--- config.mk ---
export PLATFORM = sky130hd
export DESIGN_NAME = hazard3_muldiv_issue
export DESIGN_NICKNAME = d
export VERILOG_FILES = /design/src/rtl/hazard3_muldiv_issue_pkg.sv /design/src/rtl/hazard3_muldiv_rcache.sv /design/src/rtl/hazard3_muldiv_issue.sv
export SDC_FILE = /design/constraint.sdc
export NUM_CORES = 1
export LEC_CHECK = 0
export CELL_PAD_IN_SITES_DETAIL_PLACEMENT = 1
export CELL_PAD_IN_SITES_GLOBAL_PLACEMENT = 2
export CORE_MARGIN = 2
export CORE_UTILIZATION = 30
export CTS_CLUSTER_SIZE = 24
export DETAILED_ROUTE_END_ITERATION = 7
export PLACE_DENSITY_LB_ADDON = 0.12
export SETUP_SLACK_MARGIN = 0.2
export SYNTH_ARGS = -nofsm -noshare
export SYNTH_HDL_FRONTEND = slang
export SYNTH_HIERARCHICAL = 1
export SYNTH_SLANG_ARGS = --single-unit
--- constraint.sdc ---
create_clock -name clk -period 3.3 [get_ports clk]
set_input_delay 0.33 -clock clk [delete_from_list [all_inputs] [get_ports clk]]
set_output_delay 0.33 -clock clk [all_outputs]
set_load 0.03 [all_outputs]
--- src/rtl/hazard3_muldiv_issue_pkg.sv ---
// Shared op encodings and decode helpers for the mul/div issue stage and its result cache.
// The key groups ops that the sequential unit computes identically, so either half can be reused.
package hazard3_muldiv_issue_pkg;

  localparam int W_MULOP = 3;

  localparam logic [W_MULOP-1:0] M_OP_MUL    = 3'd0;
  localparam logic [W_MULOP-1:0] M_OP_MULH   = 3'd1;
  localparam logic [W_MULOP-1:0] M_OP_MULHSU = 3'd2;
  localparam logic [W_MULOP-1:0] M_OP_MULHU  = 3'd3;
  localparam logic [W_MULOP-1:0] M_OP_DIV    = 3'd4;
  localparam logic [W_MULOP-1:0] M_OP_DIVU   = 3'd5;
  localparam logic [W_MULOP-1:0] M_OP_REM    = 3'd6;
  localparam logic [W_MULOP-1:0] M_OP_REMU   = 3'd7;

  typedef struct packed {
    logic is_div;
    logic a_signed;
    logic b_signed;
  } md_key_t;

  function automatic md_key_t md_op_key(input logic [W_MULOP-1:0] op);
    md_key_t k;
    k = '0;
    case (op)
      M_OP_MULH:           k = {1'b0, 1'b1, 1'b1};
      M_OP_MULHSU:         k = {1'b0, 1'b1, 1'b0};
      M_OP_DIV,  M_OP_REM: k = {1'b1, 1'b1, 1'b1};
      M_OP_DIVU, M_OP_REMU: k = {1'b1, 1'b0, 1'b0};
      default:             k = '0;
    endcase
    return k;
  endfunction

  // Low half carries the product low word or the quotient; everything else wants the high half.
  function automatic logic md_takes_low(input logic [W_MULOP-1:0] op);
    return (op == M_OP_MUL) || (op == M_OP_DIV) || (op == M_OP_DIVU);
  endfunction

endpackage

--- src/rtl/hazard3_muldiv_rcache.sv ---
// One-entry result cache: the operand values plus op key form the tag, so entries never go stale.
// A MUL lookup also hits any multiply entry, since the low product word is signedness-independent.
module hazard3_muldiv_rcache
  import hazard3_muldiv_issue_pkg::*;
#(
  parameter int W_DATA = 32
) (
  input  logic              clk,
  input  logic              rst_n,
  input  md_key_t           lookup_key_i,
  input  logic              lookup_is_mul_i,
  input  logic [W_DATA-1:0] lookup_a_i,
  input  logic [W_DATA-1:0] lookup_b_i,
  output logic              hit_o,
  output logic [W_DATA-1:0] hit_h_o,
  output logic [W_DATA-1:0] hit_l_o,
  input  logic              fill_i,
  input  md_key_t           fill_key_i,
  input  logic [W_DATA-1:0] fill_a_i,
  input  logic [W_DATA-1:0] fill_b_i,
  input  logic [W_DATA-1:0] fill_h_i,
  input  logic [W_DATA-1:0] fill_l_i
);

  logic              vld_q;
  md_key_t           key_q;
  logic [W_DATA-1:0] a_q, b_q, h_q, l_q;

  always_ff @(posedge clk or negedge rst_n) begin
    if (!rst_n) begin
      vld_q <= 1'b0;
      key_q <= '0;
      a_q   <= '0;
      b_q   <= '0;
      h_q   <= '0;
      l_q   <= '0;
    end else if (fill_i) begin
      vld_q <= 1'b1;
      key_q <= fill_key_i;
      a_q   <= fill_a_i;
      b_q   <= fill_b_i;
      h_q   <= fill_h_i;
      l_q   <= fill_l_i;
    end
  end

  assign hit_o = vld_q && (a_q == lookup_a_i) && (b_q == lookup_b_i) &&
                 ((key_q == lookup_key_i) || (lookup_is_mul_i && !key_q.is_div));
  assign hit_h_o = h_q;
  assign hit_l_o = l_q;

endmodule

--- src/rtl/hazard3_muldiv_issue.sv ---
// Issue/response stage in front of the sequential mul/div unit, with an optional result cache.
// Handshake: a transfer happens on any cycle where vld && rdy are both high on req_* or rsp_*.
module hazard3_muldiv_issue
  import hazard3_muldiv_issue_pkg::*;
#(
  parameter int W_DATA       = 32,
  parameter int RESULT_CACHE = 1
) (
  input  logic               clk,
  input  logic               rst_n,
  input  logic               req_vld,
  output logic               req_rdy,
  input  logic [W_MULOP-1:0] req_op,
  input  logic [W_DATA-1:0]  req_a,
  input  logic [W_DATA-1:0]  req_b,
  input  logic               req_kill,
  output logic               rsp_vld,
  input  logic               rsp_rdy,
  output logic [W_DATA-1:0]  rsp_data,
  output logic [W_MULOP-1:0] md_op,
  output logic               md_op_vld,
  input  logic               md_op_rdy,
  output logic               md_op_kill,
  output logic [W_DATA-1:0]  md_op_a,
  output logic [W_DATA-1:0]  md_op_b,
  input  logic [W_DATA-1:0]  md_result_h,
  input  logic [W_DATA-1:0]  md_result_l,
  input  logic               md_result_vld,
  output logic [1:0]         dbg_state_o
);

  typedef enum logic [1:0] {
    S_IDLE = 2'd0,
    S_BUSY = 2'd1,
    S_RESP = 2'd2
  } state_t;

  state_t             state_q, state_d;
  logic [W_MULOP-1:0] op_q, op_d;
  logic [W_DATA-1:0]  a_q, a_d, b_q, b_d;
  logic [W_DATA-1:0]  rsp_data_q, rsp_data_d;
  logic               first_q, first_d;
  logic               hit, fill;
  logic [W_DATA-1:0]  hit_h, hit_l;

  generate
    if (RESULT_CACHE != 0) begin : g_cache
      hazard3_muldiv_rcache #(.W_DATA(W_DATA)) u_rcache (
        .clk             (clk),
        .rst_n           (rst_n),
        .lookup_key_i    (md_op_key(req_op)),
        .lookup_is_mul_i (req_op == M_OP_MUL),
        .lookup_a_i      (req_a),
        .lookup_b_i      (req_b),
        .hit_o           (hit),
        .hit_h_o         (hit_h),
        .hit_l_o         (hit_l),
        .fill_i          (fill),
        .fill_key_i      (md_op_key(op_q)),
        .fill_a_i        (a_q),
        .fill_b_i        (b_q),
        .fill_h_i        (md_result_h),
        .fill_l_i        (md_result_l)
      );
    end else begin : g_nocache
      assign hit   = 1'b0;
      assign hit_h = '0;
      assign hit_l = '0;
    end
  endgenerate

  always_ff @(posedge clk or negedge rst_n) begin
    if (!rst_n) begin
      state_q    <= S_IDLE;
      op_q       <= '0;
      a_q        <= '0;
      b_q        <= '0;
      rsp_data_q <= '0;
      first_q    <= 1'b0;
    end else begin
      state_q    <= state_d;
      op_q       <= op_d;
      a_q        <= a_d;
      b_q        <= b_d;
      rsp_data_q <= rsp_data_d;
      first_q    <= first_d;
    end
  end

  assign req_rdy = (state_q == S_IDLE) && md_op_rdy && !req_kill;

  always_comb begin
    state_d    = state_q;
    op_d       = op_q;
    a_d        = a_q;
    b_d        = b_q;
    rsp_data_d = rsp_data_q;
    first_d    = 1'b0;
    md_op_vld  = 1'b0;
    md_op_kill = 1'b0;
    fill       = 1'b0;
    case (state_q)
      S_IDLE: begin
        if (req_vld && req_rdy) begin
          if (hit) begin
            rsp_data_d = md_takes_low(req_op) ? hit_l : hit_h;
            state_d    = S_RESP;
          end else begin
            md_op_vld = 1'b1;
            op_d      = req_op;
            a_d       = req_a;
            b_d       = req_b;
            first_d   = 1'b1;
            state_d   = S_BUSY;
          end
        end
      end
      S_BUSY: begin
        // The unit still shows the previous op's result during the first busy cycle.
        if (req_kill) begin
          md_op_kill = 1'b1;
          state_d    = S_IDLE;
        end else if (md_result_vld && !first_q) begin
          rsp_data_d = md_takes_low(op_q) ? md_result_l : md_result_h;
          fill       = 1'b1;
          state_d    = S_RESP;
        end
      end
      S_RESP: begin
        if (req_kill || rsp_rdy) state_d = S_IDLE;
      end
      default: state_d = S_IDLE;
    endcase
  end

  assign rsp_vld     = (state_q == S_RESP);
  assign rsp_data    = rsp_data_q;
  assign md_op       = req_op;
  assign md_op_a     = req_a;
  assign md_op_b     = req_b;
  assign dbg_state_o = state_q;

endmodule
==> results of run 1 <==
==> state kept, by name (all words and copies together) (netlist names) <==
signal and flops:
a_q 32, b_q 32, g_cache.u_rcache/a_q 32, g_cache.u_rcache/b_q 32
g_cache.u_rcache/hit_h_o 32, g_cache.u_rcache/hit_l_o 32, rsp_data 32, g_cache.u_rcache/key_q 3
op_q 3, dbg_state_o 2, first_q 1, g_cache.u_rcache/vld_q 1
==> per-stage QoR <==
| stage | setup slack [ns] | power, uW | util | setup TNS [ns] |
|---|---|---|---|---|
| 2_1_floorplan | 0.403 | 6220 | - | 0 |
| 3_3_place_gp | -0.145 | 7320 | 0.377 | -3.70 |
| 3_5_place_dp | -0.156 | 7400 | 0.377 | -4.75 |
| 4_1_cts | 0.218 | 10400 | 0.402 | 0 |
| 5_1_grt | 0.218 | 10900 | 0.402 | 0 |
| 6_report | 0.354 | 10200 | 0.402 | 0 |
==> metal layers <==
metal  GRT usage  share of wire
met5           0              0
met4      0.0373          0.016
met3      0.0301          0.053
met2       0.272           0.46
met1       0.233           0.47
==> path summary, 6_finish.rpt <==
check                                       to  slack, ns  cells after the start
worst min-delay path              rsp_data[16]       0.33                      2
worst max-delay path                 md_op_vld       0.35                      9
worst min register to register    rsp_data[17]       0.47                      2
min in group clk                dbg_state_o[1]       0.35                      2
max in group asynchronous              b_q[15]       1.98                      3
worst max register to register         a_q[20]       0.56                     10
==> area by class of cell <==
cell class | instances | area (um2)
sequential | 234 | 5860
clock buffer | 44 | 832
timing repair buffer | 298 | 2970
multi-input combinational | 530 | 4620
clock inverter | 3 | 18.8
fill | 3943 | 22300
tap | 474 | 593
inverter | 25 | 93.8
antenna | 1 | 2.50
==> kinds of logic after synthesis <==
family | Yosys count | synth area share
AOI/OAI and AO/OA | 136 | 0.0901
xor gates and xnor gates | 44 | 0.0342
buffers and inverters | 155 | 0.0786
DFF | 234 | 0.519
muxes | 185 | 0.187
and+or+nand+nor | 165 | 0.0903
==> worst register-to-register path, cell delays in order, from the launching register on <==
cell and delay, ns:
dfrtp_1 0.39, xnor2_1 0.16, nand4_1 0.20, nor4_2 0.28, buf_4 0.15, nand3_1 0.09
nor4_2 0.34, nand3b_4 0.19, buf_4 0.18, buf_12 0.25, mux2_2 0.39
==> synth_stat cells, drive strengths merged <==
master / instances
nor4: 9
a21oi: 1
nor2: 4
o41ai: 1
a22oi: 2
o2bb2ai: 1
mux2: 185
o22ai: 7
a211oi: 65
or2: 4
nor4b: 1
nand2: 50
nand2b: 9
and2: 2
clkbuf: 29
and3: 1
o21ai: 16
xnor2: 28
o31ai: 33
xor2: 16
dfrtp: 234
nand3: 1
a22o: 3
nor3: 2
buf: 101
a32oi: 1
nand3b: 1
o2111ai: 3
nor2b: 7
o221ai: 1
or2b: 1
nor3b: 65
inv: 25
nand4: 8
a2111oi: 2
==> report_power, final <==
| part | switching (uW) | internal (uW) |
|---|---|---|
| registers | 510 | 3810 |
| logic | 1450 | 1550 |
| clock network | 1190 | 1710 |
==> what timing repair did <==
| item | 4_1_cts | 5_1_grt |
|---|---|---|
| pin swaps | 1 | 2 |
| buffers inserted | 0 | 0 |
| endpoints found under the hold margin | 61 | 0 |
| setup endpoints to repair | 1 | 1 |
| gates resized for setup | 9 | 3 |
| gates cloned | 0 | 0 |
| hold buffers | 1 | 0 |
==> summary.md, run 1 <==
| Metric | Value |
|---|---|
| Data required, critical path | 2.97 ns |
| Commonest non-fill, non-tap cell in the layout | clkdlybuf4s50_1 |
| Vias in the first global route | 8,486 |
| Site row count | 71 |
| Post-detail-place hpwl | 22.0 mm |
| Final Cell Area | 0.0150 mm2 |
| Mean cell area of the mapped netlist | 12.3 um2 |
| Residual overflow from global routing | 0 |
| Final-layout worst hold slack | 0.335 ns |
| Share of the synthesized area in the top cell type | 0.519 |
| Detailed-route vias per instance | 4.87 |
| Final number of setup-violating endpoints | 0 |
| # Max-Cap Violations | 0 |
| All-Layer GR Usage | 0.167 |
| Initial core utilization | 0.302 |
| Worst endpoint data arrival time | 2.62 ns |
| Distinct cells, synth | 45 |
| Critical Path Most Common Cell | nor4_2 |
| Count of warnings emitted by yosys | 6 |
| Depth of the CTS H-tree | 1 |
| Global placer's final weighted congestion | 0.716 |
| Unrepaired setup endpoints after global routing | no |
| Global-route wire length before repair | 50.9 mm |
| Crit path launch | g_cache.u_rcache/b_q[4] |
| Clock root buffer | clkbuf_16 |
| Static leakage power | 0.00614 uW |
| Final hold viol count | 0 |
| Wirelength per Cell | 20.3 um |
| Number of buffers and inverters on the critical path | 3 |
| Buffers from clock root to sink, at most | 3 |
| Clock latency on the worst-skew pair | 0.54 ns |
| Total vias in the final route | 7,831 |
| Std-Cell Core Area | 0.0373 mm2 |
| CTS tree | done |
| Antenna violations before repair | 0 |
| Maximum clock skew at final layout | 0.00914 ns |
| Cell area after synthesis | 0.0113 mm2 |
| Slowest cell on the critical path | dfrtp_1 |
| Main area contributors after synthesis | dfrtp_1 52%, mux2_2 18%, buf_4 4.7% |
| # placed instances | 1,560 |
| Share of cells above drive strength 1 | 0.265 |
| Commonest non-fill, non-tap cells in the layout | 240 x clkdlybuf4s50_1, 234 x dfrtp_1, 177 x mux2_2, 65 x nor3b_1, 65 x a211oi_1 |
| Cell breakdown of the critical path | xnor2_1 > nand4_1 > nor4_2 > buf_4 > nand3_1 > nor4_2 > nand3b_4 > inv_1 > buf_2 |
| Critical path start-end classification | flip-flop to output port |
| Power Dens Cells | 682 mW/mm2 |
| Maximum number of pins on one net before global-route repair | 70 |
| Non-filler instance count after layout | 1,609 |
| Chip width | 198 um |
| P&R area growth vs syn | 32.9% |
| Cell family with the largest share of critical-path delay | simple AND/OR/NAND/NOR gates |
| Period utilization | 0.893 |
| Total nets after synthesis | 1,057 |
| Ports placed on the boundary | 243 |
| Sequential fraction of the synthesis area | 0.519 |
| Startpoint type of the worst setup path | flip-flop |
| Worst slew margin relative to its limit | 0.383 |
| Die ar. | 0.0391 mm2 |
| FF-to-FF Start | g_cache.u_rcache/b_q[4] |
| Clock transition time at the flip-flop clock pins of the worst setup and hold paths | 0.05 ns |
| Iter 0 DRT Violations | 242 |
| Maximum ir drop on the vdd rail | 350 uV |
| Worst Hold Class | input pin to asynchronous set/reset pin |
| Number of buffer cells added on primary ports | 242 |
| Pins over their slew limit | 0 |
| Largest stage delay, worst path | 0.39 ns |
| Final routed DRC violation total | 0 |
| Clock period minus worst slack | 2.95 ns |
| Status | complete, no violations |
| Fmax achieved | 0.339 GHz |
| Largest area contributor in the synthesized netlist | dfrtp_1 |
| Height of the die | 198 um |
| Pre-antenna DRT Iters | 4 |
| Num CTS Buffers | 29 |
| Critical Path Sink Type | output port |
| Cell area reported after detailed placement | 0.0141 mm2 |
| Total detailed-routing wirelength | 32.6 mm |
| Slew at the pin closest to its max-slew limit | 0.923 ns |
| Final Net Count | 1,256 |
| Gate count after technology mapping | 919 |
| Number of antenna-violating nets in the routed design | 0 |
| Synthesized flop and latch total | 234 |
| Crit-path max FO | 2 |
| CTS sink cnt | 234 |
Note: power is estimated with default switching activity, not from simulation.
==> run 2: changes to the inputs <==
--- a/config.mk
+++ b/config.mk
@@ -11,7 +11,8 @@
 export CORE_UTILIZATION = 30
 export CTS_CLUSTER_SIZE = 24
 export DETAILED_ROUTE_END_ITERATION = 7
-export PLACE_DENSITY_LB_ADDON = 0.12
+export GPL_TIMING_DRIVEN = 0
+export PLACE_DENSITY = 0.73
 export SETUP_SLACK_MARGIN = 0.2
 export SYNTH_ARGS = -nofsm -noshare
 export SYNTH_HDL_FRONTEND = slang
==> run 2 against run 1 <==
Effect of this change:
- sequential power about the same
- sequential share of layout area down 1.4 points
- via count increased by 4.6%
- largest cell class unchanged
- hold slack got worse by 0.11 ns
- global-route usage up 0.65 points
==> summary.md, run 2 (same netlist as run 1, synthesis figures left out) <==
| Metric | Value |
|---|---|
| P&R area growth vs syn | 37.7% |
| Final routed DRC violation total | 0 |
| Static leakage power | 0.00651 uW |
| Maximum number of pins on one net before global-route repair | 99 |
| Final number of setup-violating endpoints | 0 |
| Clock latency on the worst-skew pair | 0.54 ns |
| Std-Cell Core Area | 0.0373 mm2 |
| Post-detail-place hpwl | 24.3 mm |
| Buffers from clock root to sink, at most | 3 |
| Critical Path Sink Type | output port |
| Clk network pwr share | 0.308 |
| Startpoint type of the worst setup path | flip-flop |
| Residual overflow from global routing | 0 |
| Clock transition time at the flip-flop clock pins of the worst setup and hold paths | 0.06 ns |
| All-Layer GR Usage | 0.174 |
| Status | complete, no violations |
| # Max-Cap Violations | 0 |
| Global placer's final weighted congestion | 0.761 |
| Commonest non-fill, non-tap cell in the layout | clkdlybuf4s50_1 |
| Internal power consumption | 7480 uW |
| Combinational group share of total power | 0.286 |
| Clock period minus worst slack | 3.06 ns |
| Vias in the first global route | 8,811 |
| Worst endpoint data arrival time | 2.73 ns |
| Wirelength per Cell | 20.2 um |
| Data required, critical path | 2.97 ns |
| Total vias in the final route | 8,195 |
| Number of antenna-violating nets in the routed design | 0 |
| Final-layout setup total negative slack | 0 ns |
| Worst slew margin relative to its limit | 0.546 |
| Sequential group share of total power | 0.407 |
| Pins over their slew limit | 0 |
| Crit-path max FO | 4 |
| Period utilization | 0.929 |
| Site row count | 71 |
| Maximum ir drop on the vdd rail | 328 uV |
| Height of the die | 198 um |
| Initial core utilization | 0.302 |
| Share of cells above drive strength 1 | 0.297 |
| Maximum clock skew at final layout | 0.0109 ns |
| Chip width | 198 um |
| Multi-input gate area | 0.00463 mm2 |
| Filler cells | 4,011 |
| Num CTS Buffers | 27 |
| Unrepaired setup endpoints after global routing | yes |
| Pre-antenna DRT Iters | 4 |
| Worst Hold Class | input pin to flip-flop |
| Final Net Count | 1,339 |
| Number of buffer cells added on primary ports | 241 |
| Final cell utilization of the core | 0.416 |
| Fmax achieved | 0.326 GHz |
| CTS tree | done |
| Final hold viol count | 0 |
| Switching power total | 3200 uW |
| Commonest non-fill, non-tap cells in the layout | 236 x clkdlybuf4s50_1, 234 x dfrtp_1, 177 x mux2_2, 78 x buf_4 |
| Final-layout worst hold slack | 0.221 ns |
| Clock root buffer | clkbuf_16 |
| Depth of the CTS H-tree | 1 |
| Die ar. | 0.0391 mm2 |
| Total detailed-routing wirelength | 34.3 mm |
| Antenna violations before repair | 1 |
| Net switching share of the total power | 0.300 |
| Detailed-route vias per instance | 4.83 |
| Global-route wire length before repair | 52.3 mm |
| Iter 0 DRT Violations | 266 |
| CTS sink cnt | 234 |
| Power Dens Cells | 688 mW/mm2 |
| Area of all sequential standard cells | 0.00586 mm2 |
| Ports placed on the boundary | 243 |
| Critical path start-end classification | flip-flop to output port |
| Slew at the pin closest to its max-slew limit | 0.680 ns |
run 2: repair_timing:
action / 4_1_cts / 5_1_grt
hold buffers: 1 / 0
resized for setup: 25 / 13
setup buffers: 2 / 7
hold endpoints to repair: 47 / 0
pin swaps: 7 / 4
setup endpoints to repair: 101 / 2
run 2: path summary, 6_finish.rpt:
| path | startpoint | end | slack (ns) | depth (start not counted) |
|---|---|---|---|---|
| setup / recovery | g_cache.u_rcache/b_q[5] | md_op_vld | 0.24 | 9 |
| hold / removal | req_b[1] | b_q[1] | 0.22 | 2 |
| setup reg to reg | g_cache.u_rcache/b_q[5] | a_q[0] | 0.43 | 8 |
| hold reg to reg | rsp_data[15] | rsp_data[15] | 0.48 | 2 |
| max in group asynchronous | rst_n | a_q[13] | 2.16 | 3 |
| min in group asynchronous | rst_n | g_cache.u_rcache/hit_l_o[20] | 0.29 | 2 |
run 2: stage by stage:
stage	std cells	cell area (um2)	setup slack [ns]	total power, uW
2_1_floorplan	919	11300	0.403	6220
3_3_place_gp	1634	14300	-8.63	7290
3_5_place_dp	1636	14300	-1.19	7410
4_1_cts	1688	15400	0.0195	10800
5_1_grt	1695	15500	0.142	11300
6_report	1697	15500	0.235	10700
run 2: critical path, cell delays in order (launching register included):
cell      delay [ns]
dfrtp_1         0.41
a22o_1          0.27
nor4_1          0.32
nand4_1         0.25
nor4_4          0.35
nand3b_4        0.23
buf_12          0.12
buf_12          0.10
inv_4           0.03
buf_6           0.12
run 2: area by class of cell:
class / instances / share of cell area
clock buffer: 37 / 0.0492
sequential: 234 / 0.377
clock inverter: 12 / 0.0138
multi-input combinational: 530 / 0.298
inverter: 25 / 0.00620
timing repair buffer: 253 / 0.164
buffer: 130 / 0.0530
antenna: 2 / 0.000322
tap: 474 / 0.0382
run 2: power groups by stage:
stage,clock [uW],combinational (uW),sequential [uW]
global placement,0,2950,4340
detailed placement,0,3030,4380
CTS,3380,3080,4350
global route,3510,3310,4470
floorplan,0,1700,4520
finish,3280,3050,4340
run 2: per-layer routing:
metal,global-route usage,wire length [um],share of wire,vias up
li1,-,-,-,3791
met1,0.234,15900,0.46,4166
met2,0.294,16200,0.47,202
met3,0.0324,1700,0.050,34
met4,0.0334,449,0.013,2
met5,0,13,0.00038,-
==> run 3: changes to the inputs <==
--- a/config.mk
+++ b/config.mk
@@ -13,6 +13,7 @@
 export DETAILED_ROUTE_END_ITERATION = 7
 export GPL_TIMING_DRIVEN = 0
 export PLACE_DENSITY = 0.73
+export RECOVER_POWER = 100
 export SETUP_SLACK_MARGIN = 0.2
 export SYNTH_ARGS = -nofsm -noshare
 export SYNTH_HDL_FRONTEND = slang
==> run 3 against run 2 <==
Effect of this change:
- the run now ends with max-capacitance violations, max-slew violations left
- critical endpoint unchanged
- clock power about the same
- cell area fell by 0.45%
- combinational power decreased by 3%
- first-iteration DRC count down 17%
- register-to-register slack worse by 0.17 ns
- critical path depth did not move
- cell count fell by 0.12%
- die area stayed put
- largest cell class unchanged
- global-route usage did not move
- utilization fell by 0.19 points
- sequential cell count unchanged
- via count about the same
==> summary.md, run 3 (same netlist as run 1, synthesis figures left out) <==
| Metric | Value |
|---|---|
| Clock transition time at the flip-flop clock pins of the worst setup and hold paths | 0.06 ns |
| Final number of setup-violating endpoints | 0 |
| Worst endpoint data arrival time | 2.75 ns |
| Maximum number of pins on one net before global-route repair | 99 |
| Slowest cell on the critical path | dfrtp_1 |
| Height of the die | 198 um |
| Maximum clock skew at final layout | 0.0122 ns |
| FF-to-FF Start | g_cache.u_rcache/b_q[5] |
| Initial core utilization | 0.302 |
| Clock root buffer | clkbuf_16 |
| Slew at the pin closest to its max-slew limit | 2.47 ns |
| Commonest non-fill, non-tap cell in the layout | dfrtp_1 |
| Pre-antenna DRT Iters | 4 |
| Critical path start-end classification | flip-flop to output port |
| Met3 usage | 0.0324 |
| Critical Path Most Common Cell | buf_12 |
| CTS sink cnt | 234 |
| Buffers from clock root to sink, at most | 3 |
| # Max-Cap Violations | 1 |
| Vias in the first global route | 8,811 |
| Post-detail-place hpwl | 24.3 mm |
| Power Dens Cells | 685 mW/mm2 |
| Period utilization | 0.934 |
| Data required, critical path | 2.97 ns |
| Maximum ir drop on the vdd rail | 327 uV |
| Die ar. | 0.0391 mm2 |
| Violated checks | max-capacitance violations, max-slew violations |
| Ports placed on the boundary | 243 |
| Detailed-route vias per instance | 4.83 |
| Iter 0 DRT Violations | 221 |
| Fmax achieved | 0.325 GHz |
| Met2 demand-to-capacity share in global routing | 0.294 |
| Met1 Usage GRT | 0.234 |
| Number of buffer cells added on primary ports | 241 |
| Clock latency on the worst-skew pair | 0.54 ns |
| Pins over their slew limit | 48 |
| Cell breakdown of the critical path | a22o_1 > nor4_1 > nand4_1 > nor4_4 > nand3b_1 > buf_12 > buf_12 > inv_4 > buf_6 |
| Residual overflow from global routing | 0 |
| Number of buffers and inverters on the critical path | 4 |
| Startpoint type of the worst setup path | flip-flop |
| Commonest non-fill, non-tap cells in the layout | 234 x dfrtp_1, 176 x mux2_2, 132 x clkdlybuf4s50_1, 105 x dlygate4sd3_1, 73 x buf_4 |
| Non-filler instance count after layout | 1,695 |
| Crit path launch | g_cache.u_rcache/b_q[5] |
| Final routed DRC violation total | 0 |
| Crit-path max FO | 4 |
| Worst slew margin relative to its limit | -0.646 |
| Depth of the CTS H-tree | 1 |
| P&R area growth vs syn | 37.1% |
| Clock period minus worst slack | 3.08 ns |
| Worst Hold Class | input pin to flip-flop |
| CTS tree | done |
| Static leakage power | 0.00652 uW |
| Global-route wire length before repair | 52.3 mm |
| Status | finished with violations |
| Total detailed-routing wirelength | 34.2 mm |
| Std-Cell Core Area | 0.0373 mm2 |
| Final Net Count | 1,339 |
| Num CTS Buffers | 27 |
| Share of cells above drive strength 1 | 0.277 |
| Wirelength per Cell | 20.2 um |
| Number of antenna-violating nets in the routed design | 0 |
| Layer with the highest usage after global routing | met2 |
| Global placer's final weighted congestion | 0.761 |
| Largest stage delay, worst path | 0.40 ns |
| Site row count | 71 |
| # placed instances | 1,636 |
| Final hold viol count | 0 |
| All-Layer GR Usage | 0.174 |
| Total inserted antenna cells | 0 |
| Unrepaired setup endpoints after global routing | yes |
| Antenna violations before repair | 1 |
| Final Total Pwr | 10,600 uW |
| Beginning of the worst hold path | req_b[1] |
| Critical Path Sink Type | output port |
| Cell family with the largest share of critical-path delay | simple AND/OR/NAND/NOR gates |
| Chip width | 198 um |
| Total vias in the final route | 8,188 |
-- run 3: layout make-up --
cell class	instances	area [um2]
tap	474	593
sequential	234	5860
fill	4012	21900
multi-input combinational	530	4590
inverter	25	96.3
clock buffer	37	763
timing repair buffer	253	2530
buffer	130	807
clock inverter	12	214
-- run 3: per-stage QoR --
step	hold WS (ns)	worst slack [ns]	setup TNS, ns	utilization	area [um2]
6_report	0.217	0.219	0	0.414	15500
5_1_grt	0.247	0.0964	0	0.414	15500
4_1_cts	0.295	0.0195	0	0.414	15400
3_5_place_dp	0.273	-1.19	-56.60	0.384	14300
3_3_place_gp	0.454	-8.63	-2064.86	0.383	14300
2_1_floorplan	0.0344	0.403	0	-	11300
-- run 3: worst paths after layout --
kind	cells past startpoint	slack [ns]	end
hold reg to reg	2	0.47	rsp_data[15]
min in group asynchronous	2	1.20	g_cache.u_rcache/hit_l_o[20]
max in group asynchronous	2	0.68	g_cache.u_rcache/hit_h_o[31]
setup reg to reg	8	0.26	a_q[0]
setup / recovery	9	0.22	md_op_vld
hold / removal	2	0.22	b_q[1]
-- run 3: repair_timing --
action,in CTS,in global routing
cloned,0,0
pin swaps,7,4
endpoints found under the hold margin,47,0
setup endpoints to repair,101,2
hold buffers,1,0
buffers inserted,2,7
resized for setup,25,13
-- run 3: layer usage --
| metal | wire [um] | vias to the layer above |
|---|---|---|
| met5 | 13 | - |
| met4 | 457 | 2 |
| met3 | 1640 | 34 |
| met2 | 16200 | 201 |
| met1 | 15900 | 4159 |
| li1 | - | 3792 |
-- run 3: report_power, final --
part	switching [uW]	internal (uW)
clock	1210	2080
sequential	525	3810
combinational	1460	1500
total	3190	7390
